===== config.mk =====
export PLATFORM = sky130hd
export DESIGN_NAME = write_iq
export DESIGN_NICKNAME = d
export VERILOG_FILES = /design/src/rtl/write_iq.sv
export SDC_FILE = /design/constraint.sdc
export NUM_CORES = 1
export LEC_CHECK = 0
export BUFFER_PORTS_ARGS = -buffer_cell sky130_fd_sc_hd__buf_2
export CORE_UTILIZATION = 50
export CTS_BUF_LIST = sky130_fd_sc_hd__clkbuf_4
export DETAILED_ROUTE_END_ITERATION = 10
export PLACE_DENSITY = 0.86
export SLEW_MARGIN = 40
export SYNTH_ARGS = -nofsm -noshare
export SYNTH_HDL_FRONTEND = slang
export SYNTH_SLANG_ARGS = --single-unit

===== constraint.sdc =====
create_clock -name clock -period 2.9 [get_ports clock]
set_input_delay 0.58 -clock clock [delete_from_list [all_inputs] [get_ports clock]]
set_output_delay 0.58 -clock clock [all_outputs]
set_load 0.01 [all_outputs]

===== src/rtl/write_iq.sv =====
`timescale 1ns/1ps
// write_iq: pops one I and one Q quantized sample, dequantizes and saturates
// each to CHAR_SIZE bits, and emits four little-endian bytes (I lo, I hi,
// Q lo, Q hi) into a byte FIFO.
// Latency: pop in READ, first byte the next cycle; minimum 5 cycles per pair.
// Backpressure: empty sample FIFOs stall READ only; out_full holds B0..B3
// with data_out stable.
// Ports:
//   clock, reset          - rising-edge clock, async active-high reset
//   i_empty/q_empty       - sample FIFO empty flags (FWFT data on i_in/q_in)
//   i_rd_en/q_rd_en       - pop strobes, always asserted together
//   out_full              - byte FIFO full
//   out_wr_en/data_out    - byte FIFO push strobe and byte
module write_iq #(
  parameter int DATA_SIZE = 32,
  parameter int CHAR_SIZE = 16,
  parameter int BYTE      = 8,
  parameter int BITS      = 10
) (
  input  logic                 clock,
  input  logic                 reset,
  input  logic                 i_empty,
  input  logic                 q_empty,
  output logic                 i_rd_en,
  output logic                 q_rd_en,
  input  logic [DATA_SIZE-1:0] i_in,
  input  logic [DATA_SIZE-1:0] q_in,
  input  logic                 out_full,
  output logic                 out_wr_en,
  output logic [BYTE-1:0]      data_out
);

  typedef enum logic [2:0] {READ, B0, B1, B2, B3} state_t;

  // Rounding bias turns the arithmetic shift (floor) into truncation toward
  // zero for negative inputs.
  localparam logic signed [DATA_SIZE-1:0] BIAS    = DATA_SIZE'((64'sd1 <<< BITS) - 64'sd1);
  localparam logic signed [DATA_SIZE-1:0] SAT_MAX = DATA_SIZE'((64'sd1 <<< (CHAR_SIZE-1)) - 64'sd1);
  localparam logic signed [DATA_SIZE-1:0] SAT_MIN = ~SAT_MAX;

  function automatic logic signed [CHAR_SIZE-1:0] deq(input logic signed [DATA_SIZE-1:0] x);
    logic signed [DATA_SIZE-1:0] t;
    if (x[DATA_SIZE-1]) t = (x + BIAS) >>> BITS;
    else                t = x >>> BITS;
    if (t > SAT_MAX)      t = SAT_MAX;
    else if (t < SAT_MIN) t = SAT_MIN;
    return CHAR_SIZE'(t);
  endfunction

  state_t                      state, state_nxt;
  logic signed [CHAR_SIZE-1:0] i_reg, q_reg;
  logic                        pop, push;

  always_ff @(posedge clock or posedge reset) begin
    if (reset) begin
      state <= READ;
      i_reg <= '0;
      q_reg <= '0;
    end else begin
      state <= state_nxt;
      if (pop) begin
        i_reg <= deq(i_in);
        q_reg <= deq(q_in);
      end
    end
  end

  always_comb begin
    state_nxt = state;
    pop       = 1'b0;
    push      = 1'b0;
    data_out  = '0;
    case (state)
      READ: begin
        // Both FIFOs must have data; a lone pop would misalign I and Q.
        if (!i_empty && !q_empty) begin
          pop       = 1'b1;
          state_nxt = B0;
        end
      end
      B0: begin
        data_out = i_reg[BYTE-1:0];
        if (!out_full) begin
          push      = 1'b1;
          state_nxt = B1;
        end
      end
      B1: begin
        data_out = i_reg[2*BYTE-1:BYTE];
        if (!out_full) begin
          push      = 1'b1;
          state_nxt = B2;
        end
      end
      B2: begin
        data_out = q_reg[BYTE-1:0];
        if (!out_full) begin
          push      = 1'b1;
          state_nxt = B3;
        end
      end
      B3: begin
        data_out = q_reg[2*BYTE-1:BYTE];
        if (!out_full) begin
          push      = 1'b1;
          state_nxt = READ;
        end
      end
      default: state_nxt = READ;
    endcase
  end

  // Strobes are masked by reset so nothing pops or pushes while it is held,
  // even though READ would otherwise see non-empty FIFOs.
  assign i_rd_en   = pop & ~reset;
  assign q_rd_en   = pop & ~reset;
  assign out_wr_en = push & ~reset;

endmodule


* Word level (Yosys, flattened, before mapping)
Cells that the tools add are included.
Storage, ports and cells: output and inout bits 11, memory bits (read-only) 0, memories 0, bits in writable memories 0, bits in latches 0, register bits 35, input port bits 69, word-level logic and storage cells 46
Operators by class: bitwise gates (word level) 3, reductions and logical operators 6, magnitude comparators 4, shifts and indexed selects 0, add/sub/neg operators 2, muxes and demuxes 19, divide/modulo/power cells 0, eq/ne operators 9, multipliers 0
Operator list (count):
- $mux W32 | 4
- $add A32 B11 Y32 const B | 2
- $gt A32 B16 Y1 const B | 2
- $lt A32 B16 Y1 const B | 2
- $mux W16 | 4
- $pmux W8 S4 | 1
- $mux W3 | 5
- $pmux W3 S5 | 1
- $ne A2 B2 Y1 const B | 5
- $eq A3 B2 Y1 const B | 2
- $reduce_and A5 Y1 | 1
- $mux W1 | 4
- $reduce_or A4 Y1 | 1
- $eq A3 B1 Y1 const B | 1
- $eq A3 B3 Y1 const B | 1
- $logic_not A3 Y1 | 1
- $and A1 B1 Y1 | 2
- $logic_not A1 Y1 | 2
- $logic_and A1 B1 Y1 | 1
- $not A1 Y1 | 1

* Logic depth before layout (Yosys ltp)
Gate-level depths: netlist of the first run.
word-level depth 8, mapped depth 8, gate-level depth less buffers 6

* Worst setup path after synthesis of the first run
Ideal clock, no wire load.
path type input to register, start input q_in[6], end register q_reg[8], slack 0.463 ns, data required time 2.779 ns, library setup time 0.121 ns, path buffers 1, stages 7, arrival 2.315 ns, cell sequence or4_4 > o41a_4 > and4_4 > o21ai_4 > buf_8 > a21oi_2 > o22a_1
On the way: longest elaborated chain between the ends 6, elaborated cells between the ends (all ways) 7, those cells by class add/sub (1); order compare (2); mux (4)
RTL lines:
- from (decl) | line 27 | input logic [DATA_SIZE-1:0] q_in,
- $add A32 B11 Y32 (*) | line 43 | if (x[DATA_SIZE-1]) t = (x + BIAS) >>> BITS;
- $mux W32 (*) | line 43
- $mux W32 (*) | line 61 | if (pop) begin
- $lt A32 B16 Y1 | line 46 | else if (t < SAT_MIN) t = SAT_MIN;
- $mux W16 | line 46
- $mux W16 (*) | line 45 | if (t > SAT_MAX) t = SAT_MAX;
- to (signal assigned) | line 63 | q_reg <= deq(q_in);
- to (decl) | line 51 | logic signed [CHAR_SIZE-1:0] i_reg, q_reg;
Every way passes the cells marked *; elsewhere a longest branch is shown, timed or not. The select of a mux whose other input is x is not followed. A chain may end at the register's enable or synchronous reset.

* Final worst setup path of the first run
start register state[1], end output data_out[2]
On the way: longest elaborated chain between the ends 2, elaborated cells between the ends (all ways) 5, those cells by class eq/ne (4); mux (1)
RTL lines:
- from (decl) | line 50 | state_t state, state_nxt;
- from (signal assigned) | line 60 | state <= state_nxt;
- $eq A3 B3 Y1 (tied with other cells) | line 73 | case (state)
- $pmux W8 S4 (*) | line 73
- to (decl) | line 30 | output logic [BYTE-1:0] data_out
Every way passes the cells marked *; elsewhere a longest branch is shown, timed or not.

==> metrics.txt, run 1 <==
min Tclk post-route ~2.6 ns; Seq/Total Area, Yosys 0.344; Yosys reg bits 35; post-DP HPWL 4800 microns; Top Ports 80; post-CTS resize count 0; gr usage total 0.239; Root Driver clkbuf_4; CTS tree built; # diodes 0; crit-path leading delay family flip-flops; top cells by area, synth dfrtp_1 34%, xor2_1 8.6%, o22a_1 5.2%, o21a_1 4.7%, mux2_2 4.0%; overall power 0.00201 W; H-tree depth 2; DRC Markers 0; Worst Hold Class primary input to async pin; outcome finished, final reports clean; Leak about 1.2 nW; number of I/O port buffers between 70 and 80; most frequent cells in the layout 79 x buf_2, 35 x dfrtp_1, 25 x xor2_1, 20 x o21ai_0, 18 x nand2_1; RSZ-0062 raised after global routing false; fmax 385 MHz; Die X roughly 73 microns; post-route design area just over 0.003 sq mm; cell chain of the critical path nor2b_2, a22oi_1, o21ai_0, buf_2; final-report hold violation count 0; routed len/inst 14.6 microns; post-DR vias/cell between 5 and 6; Starting Density 0.528; largest area contributor in the netlist dfrtp_1; placed cell areas between 0.002 and 0.003 sq mm; Synth Instances between 200 and 300; pwr dens 663 mW/mm^2; drt initial violations 150; crit start category flip-flop; grt total ovfl 0; worst setup margin 0.306 ns; CP max FO 12; number of CTS-inserted buffers 5; die area roughly 0.0054 sq mm; Placer Congestion about 0.85; vias in the first global route 2306; maxcap violations 0; area growth from synthesis to layout 19.1%; clock sink count 35; vias around 2400; Syn. warnings 0; WL final between 6000 and 7000 microns; Hold Buf Count CTS 0; Synth top area share 0.344; Placement Rows 25; period utilization 0.895; Worst Path Buf+Inv 1; synthesized area per cell 9.02 sq um; largest net degree at the start of global routing 36; Worst setup EP type output pin; Finish-stage setup viols 0; nets between 400 and 500; die height 73.3 microns; setup TNS 0 ns; Post-Place Worst Slack between 0.3 and 0.4 ns; Slew Limit Fails 0; worst slew pin tran 0.673 ns; Post-CTS Setup Inserts 0; WP data arrival about 2 ns; Clock Pin Slew Worst Setup and Hold Paths 0.09 ns; layout cells sized above 1 0.341; Slew Limit Headroom 0.550; first-pass GRT wire length 9770 microns; CP max stage cell dfrtp_1; drt pass-1 iters 4; remaining antenna violation count after routing 0; most common cell after layout, fill and taps aside buf_2; Setup Skew just over 0.005 ns; initial antenna violation count 0; VDD IR-drop max 376 uV; crit-path max cell delay around 0.64 ns; Worst-Skew Late Latency 0.34 ns; syn_nets 351; kind of critical path flip-flop to output pin; clock buffer depth 2; total core area 0.00482 sq mm; CP required between 2 and 2.5 ns; Netlist Area Pre-Place ~0.0025 sq mm; synth unique cells between 40 and 50
==> synthesized netlist by cell type (all sizes together) <==
cell	n
a21oi	16
a221oi	1
a22o	1
a22oi	8
a31oi	2
and2	5
and3	12
and3b	1
and4	6
buf	7
clkbuf	13
dfrtp	35
inv	4
mux2	9
nand2	18
nand3	16
nand3b	1
nand4	12
nor2	11
nor2b	3
nor3	2
nor4	4
o211ai	1
o21a	16
o21ai	27
o22a	15
o31a	1
o41a	1
or4	3
xnor2	6
xor2	25
==> worst reg2reg max path: cells and delay by family, from the launching register on <==
| kind | cells | cell delay (ns) |
|---|---|---|
| buf+inv | 1 | 0.24 |
| simple gates | 2 | 0.54 |
| flops | 1 | 0.55 |
| compound gates | 3 | 0.76 |
==> worst paths after layout <==
| kind | startpoint | end | slack [ns] | depth (start not counted) |
|---|---|---|---|---|
| setup / recovery | state[1] | data_out[2] | 0.31 | 4 |
| hold / removal | reset | state[0] | 0.37 | 3 |
| setup reg to reg | state[1] | i_reg[7] | 0.70 | 6 |
| hold reg to reg | i_reg[5] | i_reg[5] | 0.50 | 1 |
| max in group asynchronous | reset | q_reg[2] | 2.22 | 3 |
| min in group clock | i_reg[5] | i_reg[5] | 0.50 | 1 |
==> logic make-up (layout without fill, tap and decap cells) <==
family                    after synthesis  after routing  share of synthesized area
buffers and inverters                  24             94                     0.0453
muxes                                   9              9                     0.0399
and+or+nand+nor                        94             94                      0.206
DFF                                    35             35                      0.344
AOI/OAI and AO/OA                      89             89                      0.257
xor gates and xnor gates               31             31                      0.107
==> per-layer routing <==
layer | share of wire | track usage | vias to the layer above
met5 | 0 | 0 | -
met4 | 0.014 | 0.0876 | 0
met3 | 0.050 | 0.0549 | 10
met2 | 0.50 | 0.413 | 61
met1 | 0.43 | 0.292 | 1157
li1 | - | - | 1193
==> metrics by stage <==
stage | util | std cells | hold slack [ns]
floorplan | - | 282 | 0.460
global placement | 0.617 | 413 | 0.473
detailed placement | 0.619 | 413 | 0.480
CTS | 0.628 | 419 | 0.376
global route | 0.629 | 419 | 0.429
finish | 0.629 | 419 | 0.373
==> power breakdown <==
group / switching (W) / internal (W)
clock network: 0.000147 / 0.0000955
logic: 0.000418 / 0.000462
registers: 0.000181 / 0.000704
==> layout make-up <==
cell class                      instances  area, sq um
Fill cell                             428         1790
Timing Repair Buffer                   84          445
Sequential cell                        35          876
Clock buffer                            6         45.0
Multi-Input combinational cell        223         1560
Tap cell                               67         83.8
Inverter                                4         15.0
Note: power is estimated with default switching activity, not from simulation.
==> run 2, diff against run 1 <==
Settings changed: PLACE_DENSITY 0.86 to 0.78.
==> run 2 against run 1 <==
Net effect:
- sequential power increased by 0.7%
- total power grew 0.87%
- maximum frequency shrank 6.7%
- sequential cell count is the same
- first-iteration DRC count shrank 41%
- non-clock buffer count grew 1
- final area hardly changed
- via count is 1.0% lower
- wire length shrank 8.0%
- largest power group unchanged
==> metrics.txt, run 2 (same netlist as run 1, synthesis figures left out) <==
outcome finished, final reports clean; routed len/inst 13.3 microns (-8.7%); Clock Pin Slew Worst Setup and Hold Paths 0.11 ns (+0.02 ns); gr usage total 0.218 (-0.0209); worst slew pin tran 0.597 ns (-0.0765 ns); CP required 2.32 ns (about the same); Placed Cells 414 (+0.24%); nets 423 (+0.24%); cell chain of the critical path nor2b_1, a22oi_1, o21ai_0, buf_2; number of I/O port buffers 79 (unchanged); remaining antenna violation count after routing 0 (unchanged); post-CTS resize count 0 (unchanged); grt total ovfl 0 (unchanged); vias in the first global route 2095 (-9.2%); largest net degree at the start of global routing 36 (unchanged); Worst-Skew Late Latency 0.34 ns (about the same); CP max stage cell dfrtp_1; most frequent cells in the layout 79 x buf_2, 35 x dfrtp_1, 25 x xor2_1, 20 x o21ai_0, 18 x nand2_1; Worst Hold Class primary input to async pin; Die X 73.3 microns (unchanged); clock sink count 35 (unchanged); post-DR vias/cell 5.68 (-1.7%); overall power 0.00202 W (+0.87%); crit-path max cell delay 0.67 ns (+0.03 ns); Starting Density 0.528 (unchanged); crit start category flip-flop; H-tree depth 2 (unchanged); post-DP HPWL 4450 microns (-7.3%); total core area 0.00482 sq mm (unchanged); Worst Path Buf+Inv 1 (unchanged); final-report hold violation count 0 (unchanged); crit-path leading delay family flip-flops; Placement Rows 25 (unchanged); fmax 360 MHz (-6.7%); number of CTS-inserted buffers 5 (unchanged); Post-Place Worst Slack 0.298 ns (-0.0146 ns); setup TNS 0 ns (unchanged); Worst setup EP type output pin; die height 73.3 microns (unchanged); pwr dens 669 mW/mm^2 (+0.92%); kind of critical path flip-flop to output pin; CTS tree built; Top Ports 80 (unchanged); VDD IR-drop max 394 uV (+4.7%); first-pass GRT wire length 9090 microns (-7.0%); Leak 1.23 nW (+0.46%); Root Driver clkbuf_4; WP data arrival 2.20 ns (+0.19 ns); clock buffer depth 2 (unchanged); min Tclk post-route 2.78 ns (+0.186 ns); drt initial violations 89 (-41%); post-route design area 0.00303 sq mm (about the same); Fillers 440 (+2.8%); RSZ-0062 raised after global routing false; most common cell after layout, fill and taps aside buf_2; layout cells sized above 1 0.341 (about the same); Finish-stage setup viols 0 (unchanged); worst setup margin 0.120 ns (-0.186 ns); die area 0.00537 sq mm (unchanged); CP max FO 12 (unchanged); placed cell areas 0.00297 sq mm (-0.38%); WL final 5630 microns (-8.0%); # diodes 0 (unchanged); Placer Congestion 0.788 (-7.0%); DRC Markers 0 (unchanged); drt pass-1 iters 4 (unchanged); final std cells w/o fill 422 (+0.72%); vias 2396 (-1.0%); Slew Limit Headroom 0.602 (+0.0524); Setup Skew 0.00960 ns (+0.00455 ns); maxcap violations 0 (unchanged); initial antenna violation count 0 (unchanged); Slew Limit Fails 0 (unchanged); Hold Buf Count CTS 0 (unchanged); area growth from synthesis to layout 19.1% (about the same); period utilization 0.959 (+0.0641); Post-CTS Setup Inserts 0 (unchanged)
==> run 2: changes by cell type in the layout (fill, tap and decap cells not counted) <==
cell	before	now
nor2b_2	1	0
a31oi_2	2	1
clkbuf_4	6	7
nor2b_1	2	3
clkinv_2	0	1
a31oi_1	0	1
buf_4	4	6
buf_12	1	0
==> run 2: through the flow <==
stage / util / hold slack, ns
after CTS: 0.629 / 0.360
final: 0.629 / 0.346
after global placement: 0.616 / 0.472
after global routing: 0.629 / 0.399
after floorplan: - / 0.460
after detailed placement: 0.617 / 0.483
==> run 2: final timing paths <==
kind                          start          end  slack (ns)  depth (start not counted)
min in group clock         i_reg[3]     i_reg[3]        0.50                          1
min reg2reg                i_reg[3]     i_reg[3]        0.50                          1
max reg2reg                state[1]     i_reg[4]        0.71                          6
max in group asynchronous     reset     i_reg[6]        2.23                          3
max                        state[1]  data_out[3]        0.12                          4
min                           reset     state[1]        0.35                          3
==> run 2: layout make-up <==
type	instances	area [sq um]	area share
multi-input combinational	223	1560	0.514
sequential	35	876	0.289
timing repair buffer	85	440	0.145
tap	67	83.8	0.0277
clock buffer	7	52.6	0.0174
inverter	4	15.0	0.00496
clock inverter	1	5.00	0.00165
==> run 2: per-layer routing <==
layer  wire [microns]  up-vias  GRT usage  part of all wire
li1                 -     1193          -                 -
met1             2620     1132      0.287              0.47
met3              285        9     0.0412             0.051
met2             2660       62      0.371              0.47
met4               64        0     0.0556             0.011
met5                0        -          0                 0
==> run 2: worst register-to-register path, stage by stage, from the launching register on <==
cell     delay (ns)
dfrtp_1        0.58
nor2_1         0.29
and3b_1        0.25
buf_4          0.24
o21a_1         0.39
o21ai_0        0.18
o21a_1         0.14
==> run 2: power by group <==
| part | internal [W] | switching (W) | leakage (nW) | total [W] |
|---|---|---|---|---|
| sequential | 0.000704 | 0.000187 | 0.382 | 0.000891 |
| clock | 0.000113 | 0.000159 | 0.0361 | 0.000272 |
| combinational | 0.000459 | 0.000403 | 0.812 | 0.000862 |
==> run 3, diff against run 2 <==
Settings changed: CORE_UTILIZATION 50 to 35, PLACE_DENSITY 0.78 to default.
==> run 3 against run 2 <==
Net effect:
- clock power decreased by 12%
- wire length is 4.7% higher
- global-route usage decreased by 5.5 points
- worst setup slack gained 0.036 ns
- largest cell class unchanged
- total power fell by 1.3%
- worst hold slack improved by 0.012 ns
- non-clock buffer count is 1 lower
- register-to-register slack improved by 0.03 ns
- die area rose by 42%
- critical endpoint is now data_out[1]
- sequential cell count did not move
- combinational power is 2% higher
- via count decreased by 1.8%
==> metrics.txt, run 3 (same netlist as run 1, synthesis figures left out) <==
min Tclk post-route 2.74 ns (-0.0361 ns); total core area 0.00691 sq mm (+43%); Finish-stage setup viols 0 (unchanged); Leak 1.22 nW (-1.0%); Placed Cells 442 (+6.8%); Worst setup EP type output pin; Fin Hold WS 0.358 ns (+0.0121 ns); die height 87.2 microns (+19%); Root Driver clkbuf_4; Slew Limit Fails 0 (unchanged); Worst Hold Class primary input to async pin; Worst Path Buf+Inv 1 (unchanged); RSZ-0062 raised after global routing false; crit-path leading delay family flip-flops; Post-Place Worst Slack 0.279 ns (-0.0190 ns); CTS tree built; CP required 2.32 ns (about the same); met2 WL 2780 microns (+4.4%); die area 0.00761 sq mm (+42%); r2r setup slk 0.74 ns (+0.03 ns); post-route design area 0.00305 sq mm (+0.74%); final-report hold violation count 0 (unchanged); Setup Skew 0.00833 ns (-0.00127 ns); drt initial violations 126 (+42%); most common cell after layout, fill and taps aside buf_2; pwr dens 655 mW/mm^2 (-2.0%); post-DR vias/cell 5.25 (-7.5%); final std cells w/o fill 448 (+6.2%); Hold Buf Count CTS 0 (unchanged); clock sink count 35 (unchanged); crit-path max cell delay 0.66 ns (about the same); post-DP HPWL 4810 microns (+8.1%); vias in the first global route 2218 (+5.9%); Placement Rows 30 (+20%); largest net degree at the start of global routing 36 (unchanged); VDD IR-drop max 220 uV (-44%); cell chain of the critical path nor2b_1, a22oi_1, o21ai_0, buf_2; met3 wire len 272 microns (-4.6%); Top Ports 80 (unchanged); max layer used met4; period utilization 0.946 (-0.0125); CP max FO 12 (unchanged); worst r2r dst i_reg[1]; area growth from synthesis to layout 20.0%; vias 2352 (-1.8%); Fillers 750 (+70%); post-CTS resize count 0 (unchanged); first-pass GRT wire length 9790 microns (+7.7%); Post-CTS Setup Inserts 0 (unchanged); WL final 5900 microns (+4.7%); WP data arrival 2.16 ns (-0.04 ns); number of CTS-inserted buffers 5 (unchanged); setup TNS 0 ns (unchanged); CP max stage cell dfrtp_1; DRC Markers 0 (unchanged); kind of critical path flip-flop to output pin; R2R cell count 6 (unchanged); worst slew pin tran 0.674 ns (+0.0775 ns); remaining antenna violation count after routing 0 (unchanged); nets 422 (-0.24%); worst r2r src state[1]; most frequent cells in the layout 79 x buf_2, 35 x dfrtp_1, 25 x xor2_1, 20 x o21ai_0, 18 x nand2_1; worst setup margin 0.156 ns (+0.0361 ns); outcome finished, final reports clean; H-tree depth 2 (unchanged); Routed met1 length 2790 microns (+6.4%); maxcap violations 0 (unchanged); Worst-Skew Late Latency 0.33 ns (about the same); Slew Limit Headroom 0.549 (-0.0531); Die X 87.2 microns (+19%); Starting Density 0.368 (-0.160); gr usage total 0.163 (-0.0553); # diodes 0 (unchanged); routed len/inst 13.2 microns (-1.4%); Placer Congestion 0.821 (+4.3%); placed cell areas 0.00301 sq mm (+1.2%); initial antenna violation count 0 (unchanged); layout cells sized above 1 0.338 (-0.00278); fmax 364 MHz (+1.3%); number of I/O port buffers 79 (unchanged); drt pass-1 iters 4 (unchanged); clock buffer depth 2 (unchanged); grt total ovfl 0 (unchanged); Clock Pin Slew Worst Setup and Hold Paths 0.10 ns (about the same); crit start category flip-flop
[run 3: changes by cell type in the layout (fill, tap and decap cells not counted)]
cell,change
buf_4,-1
a31oi_2,+1
clkinv_2,-1
a31oi_1,-1
clkbuf_4,-1
[run 3: metrics by stage]
step            util  total power (W)
2_1_floorplan      -          0.00145
3_3_place_gp   0.434          0.00175
3_5_place_dp   0.435          0.00177
4_1_cts        0.442          0.00201
5_1_grt        0.442          0.00215
6_report       0.442          0.00200
[run 3: worst max path at each step]
stage                   from     endpoint  cells after the start
floorplan            q_in[6]     q_reg[8]                      7
global placement     q_in[6]     q_reg[3]                      7
detailed placement   q_in[6]     q_reg[1]                      8
CTS                 state[1]  data_out[4]                      4
global route        state[1]  data_out[4]                      4
finish              state[1]  data_out[1]                      4
[run 3: cell type report]
type	instances	area, sq um	area share
multi-input combinational	223	1560	0.512
sequential	35	876	0.287
timing repair buffer	84	433	0.142
tap	96	120	0.0394
clock buffer	6	45.0	0.0148
inverter	4	15.0	0.00492
[run 3: where the power goes]
| part | internal, W | switching [W] |
|---|---|---|
| Combinational | 0.000460 | 0.000420 |
| Sequential | 0.000704 | 0.000176 |
| Clock | 0.0000955 | 0.000143 |
| Total | 0.00126 | 0.000739 |
[run 3: worst reg2reg max path: cells and delay by family, from the launching register on]
kind,cells,cell delay (ns)
flops,1,0.57
simple gates,2,0.55
compound gates,3,0.68
buf+inv,1,0.24
[run 3: layer usage]
metal | global-route usage | up-vias
met5 | 0 | -
met4 | 0.0462 | 0
met3 | 0.0351 | 7
met2 | 0.267 | 58
met1 | 0.217 | 1102
li1 | - | 1185
